--- src/rtl/inst_seq_ctrl.sv ---
`default_nettype none
// ============================================================================
// Module   : inst_seq_ctrl
// Purpose  : Multi-cycle instruction sequencer. Fetches one instruction at a
//            time over a valid/ready request and a response strobe, then
//            walks it through DECODE, EXEC and WB. WB gates the register-file
//            write and updates the PC. Stops in HALT after an ebreak retires.
// Ports    : clk, rstn              - clock, synchronous active-low reset
//            imem_req_valid/ready   - fetch request handshake
//            imem_addr              - fetch address (always equals pc)
//            imem_rsp_valid/data    - returned instruction
//            inst, inst_valid       - latched instruction for the decoder
//            reg_wr_req, reg_wr_en  - rd write request in, gated strobe out
//            pc_sel, next_pc        - redirect request and target from exu
//            pc, retire, instret    - PC, retire pulse, retired count
//            halt                   - set once an ebreak has retired
// Revision : 1.0 - initial release
// ============================================================================
module inst_seq_ctrl #(
    parameter logic [63:0] RESET_PC    = 64'h0000_0000_8000_0000,
    parameter logic [31:0] EBREAK_INST = 32'h0010_0073
) (
    input  logic        clk,
    input  logic        rstn,
    output logic        imem_req_valid,
    input  logic        imem_req_ready,
    output logic [63:0] imem_addr,
    input  logic        imem_rsp_valid,
    input  logic [31:0] imem_rsp_data,
    output logic [31:0] inst,
    output logic        inst_valid,
    input  logic        reg_wr_req,
    output logic        reg_wr_en,
    input  logic        pc_sel,
    input  logic [63:0] next_pc,
    output logic [63:0] pc,
    output logic        retire,
    output logic [63:0] instret,
    output logic        halt
);

    localparam logic [2:0] S_IDLE   = 3'd0;
    localparam logic [2:0] S_FETCH  = 3'd1;
    localparam logic [2:0] S_WAIT   = 3'd2;
    localparam logic [2:0] S_DECODE = 3'd3;
    localparam logic [2:0] S_EXEC   = 3'd4;
    localparam logic [2:0] S_WB     = 3'd5;
    localparam logic [2:0] S_HALT   = 3'd6;

    // Redirect targets are forced to a 4-byte boundary.
    localparam logic [63:0] c_align_mask = ~64'h3;

    logic [2:0]  r_state;
    logic [2:0]  w_state_nxt;
    logic [63:0] r_pc;
    logic [31:0] r_inst;
    logic [63:0] r_instret;
    logic        r_halt;
    logic        w_is_ebreak;

    assign w_is_ebreak = (r_inst == EBREAK_INST);

    // Next-state and Moore/strobe outputs
    always_comb begin
        w_state_nxt    = r_state;
        imem_req_valid = 1'b0;
        inst_valid     = 1'b0;
        reg_wr_en      = 1'b0;
        retire         = 1'b0;
        case (r_state)
            S_IDLE: begin
                w_state_nxt = S_FETCH;
            end
            S_FETCH: begin
                imem_req_valid = 1'b1;
                if (imem_req_ready) begin
                    w_state_nxt = S_WAIT;
                end
            end
            S_WAIT: begin
                if (imem_rsp_valid) begin
                    w_state_nxt = S_DECODE;
                end
            end
            S_DECODE: begin
                inst_valid  = 1'b1;
                w_state_nxt = S_EXEC;
            end
            S_EXEC: begin
                inst_valid  = 1'b1;
                w_state_nxt = S_WB;
            end
            S_WB: begin
                inst_valid  = 1'b1;
                retire      = 1'b1;
                // ebreak must never write the register file even if idu asks.
                reg_wr_en   = reg_wr_req & ~w_is_ebreak;
                w_state_nxt = w_is_ebreak ? S_HALT : S_FETCH;
            end
            S_HALT: begin
                w_state_nxt = S_HALT;
            end
            default: begin
                w_state_nxt = S_IDLE;
            end
        endcase
    end

    // State register and architectural state
    always_ff @(posedge clk) begin
        if (!rstn) begin
            r_state   <= S_IDLE;
            r_pc      <= RESET_PC;
            r_inst    <= 32'd0;
            r_instret <= 64'd0;
            r_halt    <= 1'b0;
        end else begin
            r_state <= w_state_nxt;
            if ((r_state == S_WAIT) && imem_rsp_valid) begin
                r_inst <= imem_rsp_data;
            end
            if (r_state == S_WB) begin
                r_instret <= r_instret + 64'd1;
                r_pc      <= pc_sel ? (next_pc & c_align_mask) : (r_pc + 64'd4);
                if (w_is_ebreak) begin
                    r_halt <= 1'b1;
                end
            end
        end
    end

    assign imem_addr = r_pc;
    assign pc        = r_pc;
    assign inst      = r_inst;
    assign instret   = r_instret;
    assign halt      = r_halt;

endmodule
`default_nettype wire

--- config.mk ---
export PLATFORM = sky130hd
export DESIGN_NAME = inst_seq_ctrl
export DESIGN_NICKNAME = d
export VERILOG_FILES = /design/src/rtl/inst_seq_ctrl.sv
export SDC_FILE = /design/constraint.sdc
export NUM_CORES = 1
export LEC_CHECK = 0
export ABC_AREA = 1
export CAP_MARGIN = 5
export CORE_ASPECT_RATIO = 1.5
export CORE_MARGIN = 2
export CORE_UTILIZATION = 40
export DETAILED_ROUTE_END_ITERATION = 8
export PLACE_DENSITY = 0.78
export SETUP_SLACK_MARGIN = 0.5
export SLEW_MARGIN = 10
export SYNTH_ARGS = -nofsm -noshare
export SYNTH_HDL_FRONTEND = slang
export SYNTH_SLANG_ARGS = --single-unit
--- constraint.sdc ---
create_clock -name clk -period 3.2 [get_ports clk]
set_input_delay 0.64 -clock clk [delete_from_list [all_inputs] [get_ports clk]]
set_output_delay 0.64 -clock clk [all_outputs]
set_load 0.02 [all_outputs]
==> Yosys cells after proc, flatten, opt, wreduce, memory -nomap -nowiden <==
Cells that the tools add are included.
{ "op_classes": {"add_sub_neg": 2, "eq_ne": 9, "mux": 9, "n_bitwise": 2, "n_reduce_logical": 5} }
{ "op_table": {"columns": ["cell", "n"], "rows": [
  ["$add 64x1->64 const B", 1],
  ["$add 64x3->64 const B", 1],
  ["$mux 64", 1],
  ["$eq 32x21->1 const B", 1],
  ["$pmux 3 s7", 1],
  ["$eq 3x3->1 const B", 3],
  ["$mux 3", 3],
  ["$eq 3x2->1 const B", 2],
  ["$mux 1", 4],
  ["$ne 2x2->1 const B", 2],
  ["$reduce_and 2->1", 2],
  ["$eq 3x1->1 const B", 1],
  ["$logic_not 3->1", 1],
  ["$reduce_or 3->1", 1],
  ["$and 1x1->1", 1],
  ["$logic_and 1x1->1", 1],
  ["$not 1->1", 1]
]} }
{ "totals": {"ff_bits": 164, "input_bits": 102, "out_inout_bits": 229, "word_cells": 32} }

==> Logic depth before layout (Yosys ltp) <==
Gate-level depths: netlist of run 1.
{ "depth": {"depth_word": 4, "mapped_depth": 13, "ltp_nobuf": 13} }

==> Least setup slack after synthesis of run 1 <==
OpenSTA, ideal clock, no wires.
{ "synth_timing": {"kind": "register to register", "startpoint": "register r_instret[0], in the netlist instret[0]", "endpoint": "register r_instret[40], in the netlist instret[40]", "setup_ns": 0.128, "arrival_ns": 1.814, "slack_ns": 1.259, "path_stages_with_launch": 11, "path_buffers": 0, "synth_period_minus_slack_ns": 1.941, "path_cell_list": "dfxtp_1 ha_1 nand3_1 nor2_2 nand2_1 nor2_1 nand2_1 nor2_2 nand2_1 xor2_1 nor2_1"} }
{ "synth_via": {"elab_chain_cells": 1} }
{ "synth_rtl": {"columns": ["element", "line_no", "source"], "rows": [
  ["start: declaration", "57", "logic [63:0] r_instret;"],
  ["start signal: assignment", "123", "r_instret <= r_instret + 64'd1;"],
  ["$add 64x1->64", "123", null]
]} }
No other way between the ends.
A chain may end at the register's enable or synchronous reset.

==> Worst setup path in the final report of run 1 <==
{ "layout_timing": {"startpoint": "register r_pc[19], in the netlist imem_addr[19]", "endpoint": "register r_pc[31], in the netlist imem_addr[31]"} }
{ "layout_via": {"elab_chain_cells": 2} }
{ "layout_rtl": {"columns": ["element", "line_no", "source"], "rows": [
  ["start: declaration", "55", "logic [63:0] r_pc;"],
  ["start signal: assignment", "124", "r_pc <= pc_sel ? (next_pc & c_align_mask) : (r_pc + 64'd4);"],
  ["$add 64x3->64", "124", null],
  ["$mux 64", "124", null]
]} }
No other way between the ends.

==> metrics.yaml, run 1 <==
power:
  clock_power_share: 0.387
  leakagePower_nw: 5.18
  total_power_mw: 6.31
  power.switching_mw: 2.02
  powerDensity_mw_per_mm2: 435
  p_seq_frac: 0.376
  p_sw_frac: 0.320
  irDropWorstVdd_mv: 0.399
  share_comb_of_total_power: 0.236
  intPower_mw: 4.29
clock_network:
  clk_path_buf_depth: 2
  cts_made_buffers: 17
  cts_num_sinks: 162
  cts_tree: "built"
  cts_max_level: 4
  cts_setup_buffers: 0
  clkSlewWorstSetupHoldPaths_ns: 0.07
  clk_latency_ns: 0.46
  cts_root_buffer: "clkbuf_16"
global_routing:
  overflow: 0
  grt_pass1_vias: 11846
  grt_usage: 0.303
  use_met2: 0.531
  use_met3: 0.0577
  busiest_layer: "met2"
  grt_pass1_wl_um: 64700
  grt_max_degree: 70
  antenna_found_initial: 3
  use_met1: 0.319
timing:
  tightest_slew_ns: 0.825
  setup_viol: 0
  slew_violations: 0
  timing.final.ws_setup_ns: 0.619
  fin_setup_tns_ns: 0
  relSlewSlack: 0.448
  min_period_ns: 2.58
  skew_ns: 0.0110
  rsz0062_at_grt: "no"
  fin_crit_sh: 0.806
  fmax_ghz: 0.387
  hold_violations: 0
setup_path:
  reg2reg_from: "imem_addr[19]$_SDFFE_PN0N_"
  crit_fanout: 6
  crit_buf_inv: 1
  r2r_slack_ns: 0.62
  start_kind: "flop"
  cp.arrival_ns: 2.92
  critPathKind: "reg2reg"
  cp_slowest_stage_delay_ns: 0.63
  slowest_stage: "nor2_1"
  crit_chain: "nand2_1 -> nor2_1 -> nand2_1 -> inv_1 -> nand2_1 -> nor2_1 -> o21ai_0 -> a21oi_1 -> o21ai_0"
  critPathTopFamily: "simple AND/OR/NAND/NOR gates"
  required_ns: 3.54
  crit_path_frequent_cell: "nand2_1"
  worstRegToRegCells: 9
  reg2reg_to: "imem_addr[31]$_SDFFE_PN1N_"
  endpoint_kind: "flop"
placed_design:
  hpwl_um: 33300
  dp_slack_ns: 0.725
  numPortBuffers: 324
  gp_congestion: 1.02
floorplanning:
  die-area_mm2: 0.0282
  rows: 73
  start_util: 0.406
  io_pins: 331
  fp.dieW_um: 138
  core_area_mm2: 0.0264
  die_y_um: 205
cells_and_area:
  area_delta_synth_final_pct: 35.3
  fillers: 2730
  nNetsFinal: 2200
  layout-drive-gt1-share: 0.0318
  postLayoutCoreUtil: 0.550
  regArea_mm2: 0.00324
  multiInputGateArea_mm2: 0.00604
synth:
  synthArstFlopShare: 0
  synth_top_family_by_area: "simple AND/OR/NAND/NOR gates"
  ys.warnings.count: 0
  netlist.area_leader.share: 0.303
  synth_fa_ha_area_frac: 0.00233
  synth-compound-area-share: 0.130
  ys_ff_latch: 162
  synthXorXnorAreaFrac: 0.0172
  postSynthCellCount: 1854
  synth_top_cell_by_area: "dfxtp_1"
  synth-edff-count: 0
  synth_area_leaders: "dfxtp_1 (30%), nand2_1 (19%), nor2_1 (12%)"
  synth_mux_area_frac: 0
  synth.distinct_cells: 36
  yosys.area_share.simple: 0.412
  synth-main-ff-cell: "dfxtp_1"
  synthesis.area_mm2: 0.0107
  ys_seq_area_frac: 0.303
  syn_area_per_cell_um2: 5.78
status:
  status: "finished, final reports clean"
routing:
  first_pass_iters: 5
  viasPerCell: 5.19
  initialDrtViolationCount: 801
  wl_per_cell_um: 17.5
  routed_wl_um: 42800
  drc: 0
  via_count: 12710
  postRouteAntennaNets: 0
worst_hold_path:
  hp-class: "reg2reg"
  hold-path-endpoint: "inst[29]$_SDFFE_PN0P_"
  hold_start: "inst[29]$_SDFFE_PN0P_"
  holdPathStages: 2
flow_run:
  maxCapViolations: 0
==> state kept, by name, indices dropped and copies added (netlist names) <==
register and count:
instret 64, imem_addr 62, inst 32, r_state 3, halt 1
==> cells in the final DEF (no fill, tap or decap), types with 2 or more instances in the layout <==
cell type,netlist,final
clkdlybuf4s50_1,0,318
inv_2,2,4
buf_2,0,2
nor2_2,9,9
clkbuf_16,0,17
inv_1,201,199
nand3b_1,12,12
a21oi_1,133,133
ha_1,2,2
o21ai_0,113,113
or2_2,2,2
diode_2,0,2
nor3_1,38,37
xnor2_1,9,9
nor4_1,3,3
a31oi_1,2,2
conb_1,1,4
o31ai_1,4,4
dfxtp_1,162,162
nand4_1,34,34
buf_4,66,13
nor2_1,335,335
nand3_1,91,91
clkinvlp_4,0,2
xor2_1,12,12
bufinv_16,0,6
inv_6,0,4
nand2_1,550,550
o21bai_1,5,5
o21a_1,4,4
dlymetal6s2s_1,0,3
o211ai_1,2,2
==> cells by family after synthesis <==
group	after synthesis
buffers and inverters	321
adder cells (fa/ha/maj)	2
XOR/XNOR	21
other	1
flip-flops	162
AO/OA/AOI/OAI	267
AND/OR/NAND/NOR	1080
==> metrics by stage <==
stage / cell area (um2) / hold slack [ns] / instances
3_3_place_gp: 13800 / 0.448 / 2414
4_1_cts: 14500 / 0.466 / 2445
5_1_grt: 14500 / 0.483 / 2447
2_1_floorplan: 10700 / 0.526 / 1857
6_report: 14500 / 0.466 / 2447
3_5_place_dp: 13800 / 0.455 / 2414
==> layout make-up <==
cell class,count,share of cell area
multi-input combinational,1374,0.416
clock inverter,14,0.0173
sequential,162,0.224
timing repair buffer,338,0.231
tap,337,0.0291
clock buffer,17,0.0293
inverter,203,0.0525
antenna,2,0.000345
==> per-layer routing <==
metal  wire (um)  vias up
met1       15500     5768
met2       21500      513
li1            -     6286
met4        3200        2
met5          16        -
met3        2510      141
==> tightest hold or removal path: stages, from the launching register on <==
cell	delay, ns
dfxtp_1	0.32
inv_1	0.05
a21oi_1	0.05
==> what timing repair did <==
item,4_1_cts,5_1_grt
pin swaps,0,0
endpoints found under the setup margin,2,3
hold buffers,0,0
resized for setup,2,3
==> worst max path at each step <==
stage | cells after the start | slack [ns] | start | endpoint
6_report | 9 | 0.62 | imem_addr[19]$_SDFFE_PN0N_ | imem_addr[31]$_SDFFE_PN1N_
5_1_grt | 9 | 0.54 | imem_addr[19]$_SDFFE_PN0N_ | imem_addr[31]$_SDFFE_PN1N_
4_1_cts | 3 | 0.53 | r_state[0]$_SDFFE_PN0P_ | imem_req_valid
3_5_place_dp | 4 | 0.73 | reg_wr_req | reg_wr_en
3_3_place_gp | 4 | 0.73 | reg_wr_req | reg_wr_en
2_1_floorplan | 10 | 1.26 | instret[0]$_SDFFE_PN0N_ | instret[40]$_SDFFE_PN0N_
==> power groups by stage <==
stage | registers [mW] | clock network [mW] | logic (mW)
after floorplan | 2.51 | 0 | 0.720
after global placement | 2.41 | 0 | 1.47
after detailed placement | 2.42 | 0 | 1.49
after CTS | 2.37 | 2.47 | 1.50
after global routing | 2.39 | 2.54 | 1.62
final | 2.37 | 2.44 | 1.49
==> cells in the mapped netlist, types with 2 or more instances <==
library cell  number
a21oi_1          133
a31oi_1            2
buf_1              9
buf_4             66
clkbuf_1          43
dfxtp_1          162
ha_1               2
inv_1            201
inv_2              2
nand2_1          550
nand3_1           91
nand3b_1          12
nand4_1           34
nor2_1           335
nor2_2             9
nor3_1            38
nor4_1             3
o211ai_1           2
o21a_1             4
o21ai_0          113
o21bai_1           5
o31ai_1            4
or2_2              2
xnor2_1            9
xor2_1            12
(Power assumes the default switching activity.)
==> inputs of run 2 (changes only) <==
Clock period 3.2 ns to 2.6 ns, I/O delays scaled along.
==> metrics.yaml, run 2 (synthesis results as in run 1) <==
cells_and_area:
  fillers: 2694  # -1.3%
  multiInputGateArea_mm2: 0.00626  # +3.6%
  regArea_mm2: 0.00329  # +1.5%
  postLayoutCoreUtil: 0.562  # +0.0120
  layout.cells.non_filler: 2458  # +0.45%
  layout-drive-gt1-share: 0.0835  # +0.0517
  nNetsFinal: 2212  # +0.55%
  mostFrequentLayoutCells: "nand2_1 (543), nor2_1 (303), inv_1 (196)"
  layout_commonest_cell: "nand2_1"
  diodes: 0  # -2
  largest_register_ff_count: 64  # unchanged
  finalInstanceArea_mm2: 0.0148  # +2.2%
  area_delta_synth_final_pct: 38.3
routing:
  postRouteAntennaNets: 0  # unchanged
  wl_per_cell_um: 17.6  # +0.53%
  routed_wl_um: 43200  # +0.99%
  via_count: 12796  # +0.68%
  initialDrtViolationCount: 739  # -7.7%
  first_pass_iters: 7  # +2
  drc: 0  # unchanged
  viasPerCell: 5.21  # +0.23%
flow_run:
  maxCapViolations: 0  # unchanged
setup_path:
  critPathLaunch: "inst[1]$_SDFFE_PN0P_"
  endpoint_kind: "output port"
  worstRegToRegCells: 7  # -2
  crit_fanout: 3  # -3
  reg2reg_to: "instret[50]$_SDFFE_PN0N_"
  setup.worst_path.end: "reg_wr_en"
  start_kind: "flop"
  required_ns: 2.08  # -1.46 ns
  reg2reg_from: "instret[33]$_SDFFE_PN0N_"
  critPathKind: "reg2out"
  r2r_slack_ns: 0.52  # -0.10 ns
  cp.arrival_ns: 1.64  # -1.28 ns
floorplanning:
  io_pins: 331  # unchanged
  rows: 73  # unchanged
  die_y_um: 205  # unchanged
  core_area_mm2: 0.0264  # unchanged
  fp.dieW_um: 138  # unchanged
  start_util: 0.406  # unchanged
  die-area_mm2: 0.0282  # unchanged
timing:
  tightest_slew_ns: 0.635  # -0.190 ns
  skew_ns: 0.0142  # +0.00320 ns
  fin_setup_tns_ns: 0  # unchanged
  hold_violations: 0  # unchanged
  setup_viol: 0  # unchanged
  holdWs_ns: 0.463  # -0.00251 ns
  fmax_ghz: 0.464
  relSlewSlack: 0.574  # +0.125
  timing.final.ws_setup_ns: 0.445  # -0.175 ns
  rsz0062_at_grt: "yes"
  fin_crit_sh: 0.829
  min_period_ns: 2.16
  slew_violations: 0  # unchanged
clock_network:
  cts_tree: "built"
  cts_root_buffer: "clkbuf_16"
  cts_max_level: 4  # unchanged
  clk_path_buf_depth: 2  # unchanged
  cts_num_sinks: 162  # unchanged
  cts_made_buffers: 17  # unchanged
  clkSlewWorstSetupHoldPaths_ns: 0.07  # about the same
  clk_latency_ns: 0.47  # about the same
global_routing:
  antenna_found_initial: 2  # -1
  grt_pass1_wl_um: 65100  # +0.64%
  grt_usage: 0.305  # +0.00206
  grt_max_degree: 75  # +7.1%
  overflow: 0  # unchanged
  grt_pass1_vias: 12084  # +2.0%
status:
  status: "finished, final reports clean"
worst_hold_path:
  hp-class: "reg2reg"
placed_design:
  place_inst: 2424  # +0.41%
  gp_congestion: 1.04  # +1.9%
  hpwl_um: 33400  # +0.33%
  numPortBuffers: 324  # unchanged
  dp_slack_ns: 0.371  # -0.354 ns
  place_area_mm2: 0.0139  # +0.63%
power:
  irDropWorstVdd_mv: 0.530  # +33%
  total_power_mw: 7.73  # +22%
  leakagePower_nw: 6.43  # +24%
  powerDensity_mw_per_mm2: 521  # +20%
-- run 2: cell types whose count changed in the layout (fill, tap and decap cells not counted), moves of 7 or more --
cell             delta
dlygate4sd2_1      +96
nor3_1              -9
nand2_1             -7
nor2_4              +9
buf_4              +12
dlymetal6s2s_1     +38
nand2_2             +7
nor2_1             -32
dfxtp_1            -39
clkdlybuf4s50_1   -138
nor2_2             +23
dfxtp_2            +39
nor3_2              +7
-- run 2: power by group --
group	internal [mW]	total, mW	leakage [nW]	switching [mW]
Clock	1.78	2.96	0.327	1.18
Sequential	2.68	2.95	1.33	0.266
Combinational	0.750	1.82	4.78	1.07
-- run 2: final cells by class --
| cell class | count | share of cell area |
|---|---|---|
| multi-input combinational | 1374 | 0.422 |
| timing repair buffer | 350 | 0.231 |
| sequential | 162 | 0.222 |
| inverter | 203 | 0.0514 |
| clock buffer | 19 | 0.0306 |
| tap | 337 | 0.0284 |
| clock inverter | 13 | 0.0149 |
-- run 2: worst min path at each step --
| stage | startpoint | end | slack [ns] | cells after the start |
|---|---|---|---|---|
| 2_1_floorplan | halt$_SDFFE_PN0P_ | halt$_SDFFE_PN0P_ | 0.53 | 2 |
| 3_3_place_gp | inst[1]$_SDFFE_PN0P_ | inst[1]$_SDFFE_PN0P_ | 0.45 | 2 |
| 3_5_place_dp | inst[17]$_SDFFE_PN0P_ | inst[17]$_SDFFE_PN0P_ | 0.45 | 2 |
| 4_1_cts | inst[17]$_SDFFE_PN0P_ | inst[17]$_SDFFE_PN0P_ | 0.46 | 2 |
| 5_1_grt | inst[17]$_SDFFE_PN0P_ | inst[17]$_SDFFE_PN0P_ | 0.49 | 2 |
| 6_report | inst[5]$_SDFFE_PN0P_ | inst[5]$_SDFFE_PN0P_ | 0.46 | 2 |
-- run 2: timing repair --
action                                  in CTS  in global routing
resized for setup                          144                118
gates cloned                                 0                  0
endpoints found under the setup margin     144                114
setup buffers                                0                  2
hold buffers                                 0                  0
pin swaps                                    3                 12
-- run 2: per-layer routing --
layer,global-route usage,vias to the layer above,share of wire
li1,-,6317,-
met1,0.309,5832,0.36
met2,0.552,490,0.51
met3,0.0552,155,0.055
met4,0.215,2,0.073
met5,0,-,0.00025
-- run 2: critical path: stages, from the launching register on --
cell,delay [ns]
dfxtp_1,0.36
nand2_1,0.09
nor3_2,0.13
nand2_1,0.09
nor2_2,0.15
nand2_1,0.08
nand2_2,0.08
nor2_1,0.04
buf_4,0.15
==> inputs of run 3 (changes only) <==
Clock period 2.6 ns to 2.1 ns, I/O delays scaled along.
==> metrics.yaml, run 3 (synthesis results as in run 1) <==
setup_path:
  crit_path_frequent_cell: "nand2_1"
  worstRegToRegCells: 12  # +5
  endpoint_kind: "output port"
  crit_buf_inv: 1  # unchanged
  critPathTopFamily: "simple AND/OR/NAND/NOR gates"
  critPathLaunch: "inst[5]$_SDFFE_PN0P_"
  cp.depth: 8  # unchanged
  start_kind: "flop"
  cp_slowest_stage_delay_ns: 0.36  # about the same
  required_ns: 1.68  # -0.40 ns
  cp.arrival_ns: 1.60  # -0.04 ns
  critPathKind: "reg2out"
  reg2reg_from: "r_state[1]$_SDFFE_PN0P_"
  crit_fanout: 3  # unchanged
  crit_chain: "nand2_1 -> nor3_1 -> nand2_1 -> nor2_2 -> nand2_1 -> nand2_2 -> nor2_1 -> buf_4"
  slowest_stage: "dfxtp_1"
cells_and_area:
  mostFrequentLayoutCells: "nand2_1 (419), nor2_1 (195), inv_1 (178)"
  finalInstanceArea_mm2: 0.0183  # +24%
  layout_commonest_cell: "nand2_1"
  area_delta_synth_final_pct: 71.1
  postLayoutCoreUtil: 0.695  # +0.133
  largest_register_ff_count: 64  # unchanged
  layout-drive-gt1-share: 0.391  # +0.308
  nNetsFinal: 2359  # +6.6%
timing:
  rsz0062_at_grt: "yes"
  holdWs_ns: 0.396  # -0.0670 ns
  fin_setup_tns_ns: 0  # unchanged
  skew_ns: 0.0109  # -0.00328 ns
  fmax_ghz: 0.496
  slew_violations: 0  # unchanged
  hold_violations: 0  # unchanged
  min_period_ns: 2.02
  setup_viol: 0  # unchanged
  relSlewSlack: 0.626  # +0.0525
  fin_crit_sh: 0.961
  tightest_slew_ns: 0.561  # -0.0739 ns
routing:
  first_pass_iters: 9  # +2
  via_count: 14576  # +14%
  drc: 2  # +2
  routed_wl_um: 51900  # +20%
  postRouteAntennaNets: 0  # unchanged
  viasPerCell: 5.60  # +7.5%
  initialDrtViolationCount: 1288  # +74%
  wl_per_cell_um: 19.9  # +13%
clock_network:
  clk_path_buf_depth: 2  # unchanged
  cts_root_buffer: "clkbuf_16"
  cts_tree: "built"
  cts_num_sinks: 162  # unchanged
  clkSlewWorstSetupHoldPaths_ns: 0.07  # about the same
  hold_buffers: 0  # unchanged
  cts_made_buffers: 17  # unchanged
  cts_max_level: 4  # unchanged
  clk_latency_ns: 0.45  # -0.02 ns
worst_hold_path:
  hold_start: "rstn"
  holdPathStages: 3  # +1
  hp-class: "in2reg"
placed_design:
  numPortBuffers: 324  # unchanged
  place_area_mm2: 0.0143  # +2.9%
  gp_congestion: 1.00  # -3.4%
  hpwl_um: 33400  # about the same
flow_run:
  maxCapViolations: 0  # unchanged
global_routing:
  grt_pass1_wl_um: 69000  # +6.1%
  grt_usage: 0.318  # +0.0132
  overflow: 0  # unchanged
  grt_pass1_vias: 13098  # +8.4%
  grt_max_degree: 75  # unchanged
  antenna_found_initial: 1  # -1
status:
  failed_checks: "DRC"
  status: "finished, violations left"
floorplanning:
  rows: 73  # unchanged
  core_area_mm2: 0.0264  # unchanged
  start_util: 0.406  # unchanged
  fp.dieW_um: 138  # unchanged
  die_y_um: 205  # unchanged
  die-area_mm2: 0.0282  # unchanged
  io_pins: 331  # unchanged
power:
  powerDensity_mw_per_mm2: 509  # -2.3%
  leakagePower_nw: 8.43  # +31%
  irDropWorstVdd_mv: 0.597  # +13%
## run 3: changes by cell type in the layout (fill, tap and decap cells not counted), moves of 89 or more
cell / delta
nand2_1: -124
dlygate4sd2_1: -94
clkdlybuf4s15_2: +89
nor2_1: -108
buf_4: +94
## run 3: worst register-to-register path, stage by stage (launching register included)
cell and delay, ns:
dfxtp_2 0.33, inv_2 0.09, nand3_4 0.15, nor3_4 0.30, buf_6 0.17, nand2_4 0.06, nor2_4 0.14, nand2_4 0.11
nor2_4 0.25, nand2_1 0.10, nand2_1 0.07, nand2_1 0.05, nor2_1 0.07
## run 3: final timing paths
check	end	slack (ns)
worst max-delay path	reg_wr_en	0.08
worst min register to register	inst[1]$_SDFFE_PN0P_	0.45
worst max register to register	instret[46]$_SDFFE_PN0N_	0.14
worst min-delay path	inst[9]$_SDFFE_PN0P_	0.40
## run 3: report_power, final
part           switching [mW]  internal, mW  leakage (nW)
sequential              0.306          3.28          1.39
combinational            1.55          1.16          6.78
clock                    1.50          1.54         0.263
## run 3: timing repair
action                                  CTS  global route
gates resized for setup                 765           605
endpoints found under the hold margin     0             0
setup buffers                            45            69
endpoints found under the setup margin  317           238
pin swaps                                56           210
## run 3: per-stage QoR
stage / cells / power, mW / setup WS [ns]
floorplan: 1857 / 4.94 / 0.465
global placement: 2459 / 6.00 / 0.0634
detailed placement: 2459 / 6.05 / 0.0551
CTS: 2535 / 9.11 / 0.0541
global route: 2605 / 9.72 / -0.0111
finish: 2605 / 9.34 / 0.0822
## run 3: metal layers
| metal | global-route usage | part of all wire | vias up |
|---|---|---|---|
| met1 | 0.331 | 0.33 | 6716 |
| met2 | 0.568 | 0.50 | 894 |
| met3 | 0.0577 | 0.082 | 335 |
| met4 | 0.221 | 0.092 | 0 |
| met5 | 0 | 0 | - |
| li1 | - | - | 6631 |
## run 3: layout make-up
cell class	count	area, um2
well taps	337	422
flip-flops and latches	162	3560
repair buffers	497	4880
multi-input cells	1374	8160
inverters	203	772
fillers	2036	8060
clock buffers	17	425
diodes	1	2.50
clock inverters	14	123
